<file path="config.mk">
export PLATFORM = sky130hd
export DESIGN_NAME = key_request_latch
export DESIGN_NICKNAME = d
export VERILOG_FILES = /design/src/rtl/key_request_latch.sv
export SDC_FILE = /design/constraint.sdc
export NUM_CORES = 1
export LEC_CHECK = 0
export CELL_PAD_IN_SITES_DETAIL_PLACEMENT = 0
export CELL_PAD_IN_SITES_GLOBAL_PLACEMENT = 1
export CORE_ASPECT_RATIO = 1.4
export CORE_MARGIN = 4
export CORE_UTILIZATION = 38
export CTS_CLUSTER_DIAMETER = 150
export DETAILED_ROUTE_END_ITERATION = 16
export PLACE_DENSITY_LB_ADDON = 0.1
export SLEW_MARGIN = 20
export SYNTH_ARGS = -nofsm -noshare
export SYNTH_HDL_FRONTEND = slang
export SYNTH_SLANG_ARGS = --single-unit
</file>
<file path="constraint.sdc">
create_clock -name clk -period 1.35 [get_ports clk]
set_input_delay 0.27 -clock clk [delete_from_list [all_inputs] [get_ports clk]]
set_output_delay 0.27 -clock clk [all_outputs]
set_load 0.02 [all_outputs]
</file>
<file path="src/rtl/key_request_latch.sv">
// Conditions 8 raw key lines (2-flop sync + per-line debounce) and latches each
// debounced press into a sticky pending vector feeding the priority encoder.
module key_request_latch #(
    parameter int DB_CYCLES = 16
) (
    input  logic       clk,
    input  logic       rst_n,
    input  logic [7:0] key_in,
    input  logic       ack,
    input  logic [2:0] ack_idx,
    input  logic       clr_overrun,
    output logic [7:0] pending,
    output logic       any_pending,
    output logic [7:0] key_level,
    output logic       overrun
);

    localparam int CNT_W = (DB_CYCLES > 1) ? $clog2(DB_CYCLES) : 1;
    localparam logic [CNT_W-1:0] CNT_MAX = CNT_W'(DB_CYCLES - 1);

    logic [7:0]       s1;
    logic [7:0]       s2;
    logic [7:0]       db_state;
    logic [7:0]       db_next;
    logic [CNT_W-1:0] cnt      [8];
    logic [CNT_W-1:0] cnt_next [8];
    logic [7:0]       press;
    logic [7:0]       clr_mask;
    logic [7:0]       pending_next;
    logic             overrun_next;

    always_comb begin
        for (int i = 0; i < 8; i++) begin
            db_next[i]  = db_state[i];
            cnt_next[i] = cnt[i];
            if (s2[i] == db_state[i]) begin
                cnt_next[i] = '0;
            end else if (cnt[i] == CNT_MAX) begin
                db_next[i]  = s2[i];
                cnt_next[i] = '0;
            end else begin
                cnt_next[i] = cnt[i] + CNT_W'(1);
            end
        end
    end

    // A set on the same edge as a clear of that bit wins, so no press is lost.
    always_comb begin
        press        = db_next & ~db_state;
        clr_mask     = ack ? (8'h01 << ack_idx) : 8'h00;
        pending_next = (pending & ~clr_mask) | press;
        overrun_next = (overrun & ~clr_overrun) | (|(press & pending & ~clr_mask));
    end

    always_ff @(posedge clk) begin
        if (!rst_n) begin
            s1       <= '0;
            s2       <= '0;
            db_state <= '0;
            pending  <= '0;
            overrun  <= 1'b0;
            for (int i = 0; i < 8; i++) begin
                cnt[i] <= '0;
            end
        end else begin
            s1       <= key_in;
            s2       <= s1;
            db_state <= db_next;
            pending  <= pending_next;
            overrun  <= overrun_next;
            for (int i = 0; i < 8; i++) begin
                cnt[i] <= cnt_next[i];
            end
        end
    end

    assign key_level   = db_state;
    assign any_pending = |pending;

endmodule
</file>
==> results of run 1 <==
how the worst max path moves through the flow:
stage	startpoint	end	slack [ns]	depth (start not counted)
after global routing	pending[4]	any_pending	-0.14	3
after global placement	ack_idx[0]	overrun	-0.47	5
after CTS	pending[1]	any_pending	-0.12	3
final	pending[7]	any_pending	-0.09	3
after detailed placement	ack	overrun	-0.50	5
after floorplan	cnt[0][8]	overrun	0.004	5
metal layers:
metal,track usage (%),vias up,wire length (µm)
met2,23.09,31,2438
met1,15.07,866,2178
met4,8.883,0,120
met3,4.333,11,243
met5,0,-,0
li1,-,968,-
cells by family after synthesis:
family	share of synthesized area, %
adder cells (fa/ha/maj)	4.059
XOR/XNOR	8.524
AO/OA/AOI/OAI	6.646
buffers and inverters	2.181
flip-flops	52.77
AND/OR/NAND/NOR	22.58
multiplexers	3.247
Yosys cell counts:
master     count
a21boi_0       8
and2_1        16
and3_1         8
buf_2          1
clkbuf_1       4
dfxtp_1       65
ha_1           8
inv_1          9
mux2i_1        8
nand2_1        6
nand2b_1       2
nand2b_4       1
nand3_1       15
nand3_2        3
nand3b_1       3
nor2_1        28
nor2b_1       11
nor4_1         2
o2111ai_1      4
o21ai_0        4
o21ai_1        2
o22ai_1        2
o31ai_1        2
o41a_1         1
or3b_1         4
or3b_2         1
xnor2_1        3
xor2_1        21
final cells by class:
| cell class | count | area share [%] |
|---|---|---|
| Clock inverter | 1 | 0.8418 |
| Timing Repair Buffer | 70 | 16.49 |
| Multi-Input combinational cell | 163 | 36.86 |
| Clock buffer | 15 | 5.507 |
| Tap cell | 72 | 2.525 |
| Sequential cell | 65 | 36.83 |
| Inverter | 9 | 0.9470 |
what timing repair did:
item,in CTS,in global routing
pin swaps,9,8
resized for setup,91,20
setup buffers,4,0
endpoints found under the setup margin,21,8
cloned,0,0
where the power goes:
group	total (mW)	internal, mW	leakage (nW)	switching, mW
combinational	0.156	0.0866	0.879	0.0697
clock	1.81	1.11	0.116	0.701
sequential	1.96	1.95	0.533	0.0152
total	3.93	3.14	1.53	0.786
per-stage QoR:
step                      area (µm²)  hold slack, ns
final                           3567          0.4324
after global routing            3567          0.4574
after CTS                       3517          0.4357
after detailed placement        3156          0.4191
after global placement          3156          0.4149
after floorplan                 2497          0.3955
worst max-delay path: cells and delay by family, from the launching register on:
| kind | cells | cell delay (ns) |
|---|---|---|
| buf+inv | 1 | 0.14 |
| flops | 1 | 0.34 |
| simple gates | 2 | 0.35 |
registers in the layout, indices dropped and copies added (netlist names):
signal     cells
cnt           32
key_level      8
overrun        1
pending        8
s1             8
s2             8
==> out/results.txt, run 1 <==
Total track usage: 13.74%
Share of the synthesized area in the top cell type: 52.77%
Post-Route Setup TNS: -0.09623 ns
Critical Path RT: 1.08 ns
Register area share after synthesis: 52.77%
Worst Tran Pin Value: 0.3202 ns
Cell Area, Synth: 2466 µm²
Top Ports: 33
Total wire length: 4.980 mm
Hold depth: 1
# hold bufs at CTS: 0
Row Count: 34
Core ar.: 6254 µm²
Post-Place Setup Slack: -0.5023 ns
CP peak stage delay: 0.34 ns
DR vias: 1876
Seq. cell area: 1314 µm²
Critical path arrival: 1.17 ns
Multi-input logic area: 1315 µm²
Yosys warns: 0
PortBufs: 32
Syn Nets: 265
CP cell instances: nor4_4 > nand2_1 > buf_6
Die Wd: 76.09 µm
Post-DRT Antenna Nets: 0
Clock Sink Count: 65
Area Growth Syn to Fin: 44.65%
Setup WS post-layout: -0.08926 ns
Die area: 7861 µm²
Dominant cells by area after synthesis: dfxtp_1 53%, xor2_1 7.5%, nor2_1 4.3%
Final Critical Period: 1.439 ns
Final Hold Violating Endpoints: 0
First-pass GRT wire length: 8.362 mm
Endpoints failing setup: 2
Drt pass-1 iters: 4
Max Cap Viol: 0
Overall Power: 3.927 mW
CP max-delay cell: dfxtp_2
DIE HEIGHT: 103.3 µm
Yosys cell types: 28
TritonCTS buffer count: 9
R2R depth: 5
Wire per inst: 12.61 µm
Initial antenna violation count: 0
CTS tree: yes
Fillers: 578
Startpoint Class: flop
Pwr dens: 1101 nW/µm²
Most common cell after layout, fill and taps aside: dfxtp_1
Initial DRC Count: 55
ANT cells: 0
Vias per cell: 4.749
Launching point of the worst reg2reg path: cnt[0][8]
Violated checks: setup timing
Maximum clock rate: 694.8 MHz
Vias in the first global route: 1876
Number of remaining DRC errors: 0
Fin crit share: 106.6%
Max VDD drop: 0.6181 mV
Syn avg cell area: 10.19 µm²
Synthesized instance count: 242
Fin. max-slew vios: 0
RSZ-0062 raised after global routing: yes
Crit-path max FO: 2
Hpwl dp: 3.550 mm
Normalized max-slew margin: 78.65%
Clock latency on the worst-skew pair: 0.34 ns
Ratio of cells with drive above 1 in the final layout: 36.22%
GP Congestion: 0.7608
Clk slew on worst S/H paths: 0.07 ns
GRT overflow: 0
Worst Hold End: s2[7]
Final nets: 341
Setup CP Type: reg -> out
Util after Layout: 57.04%
H-tree Lvls: 3
Setup crit end kind: output pin
Synthesized flop and latch total: 65
Final Non-Filler Cells: 395
Hold Crit Class: reg -> reg
Largest net degree at the start of global routing: 28
Most frequent cells in the layout: 55 x dfxtp_1, 37 x buf_4, 28 x nor2_1
Worst clock skew: 0.004675 ns
Leakage: 1.527 nW
Hold path start: s1[7]
Post-synth top area cell: dfxtp_1
Clock root buffer master: clkbuf_8
Reg2reg setup slack: -0.01 ns
Max clock buf depth: 2
Run status: finished with violations
Reg-to-reg critical path endpoint: overrun
Initial core utilization: 39.44%
DP Cell Count: 375
(Power assumes the default switching activity.)
==> run 2: changes to the inputs <==
Settings changed: CAP_MARGIN set to 25.
==> results of run 2 <==
Same layout as run 1: the final DEF is identical, and so are final timing and power.
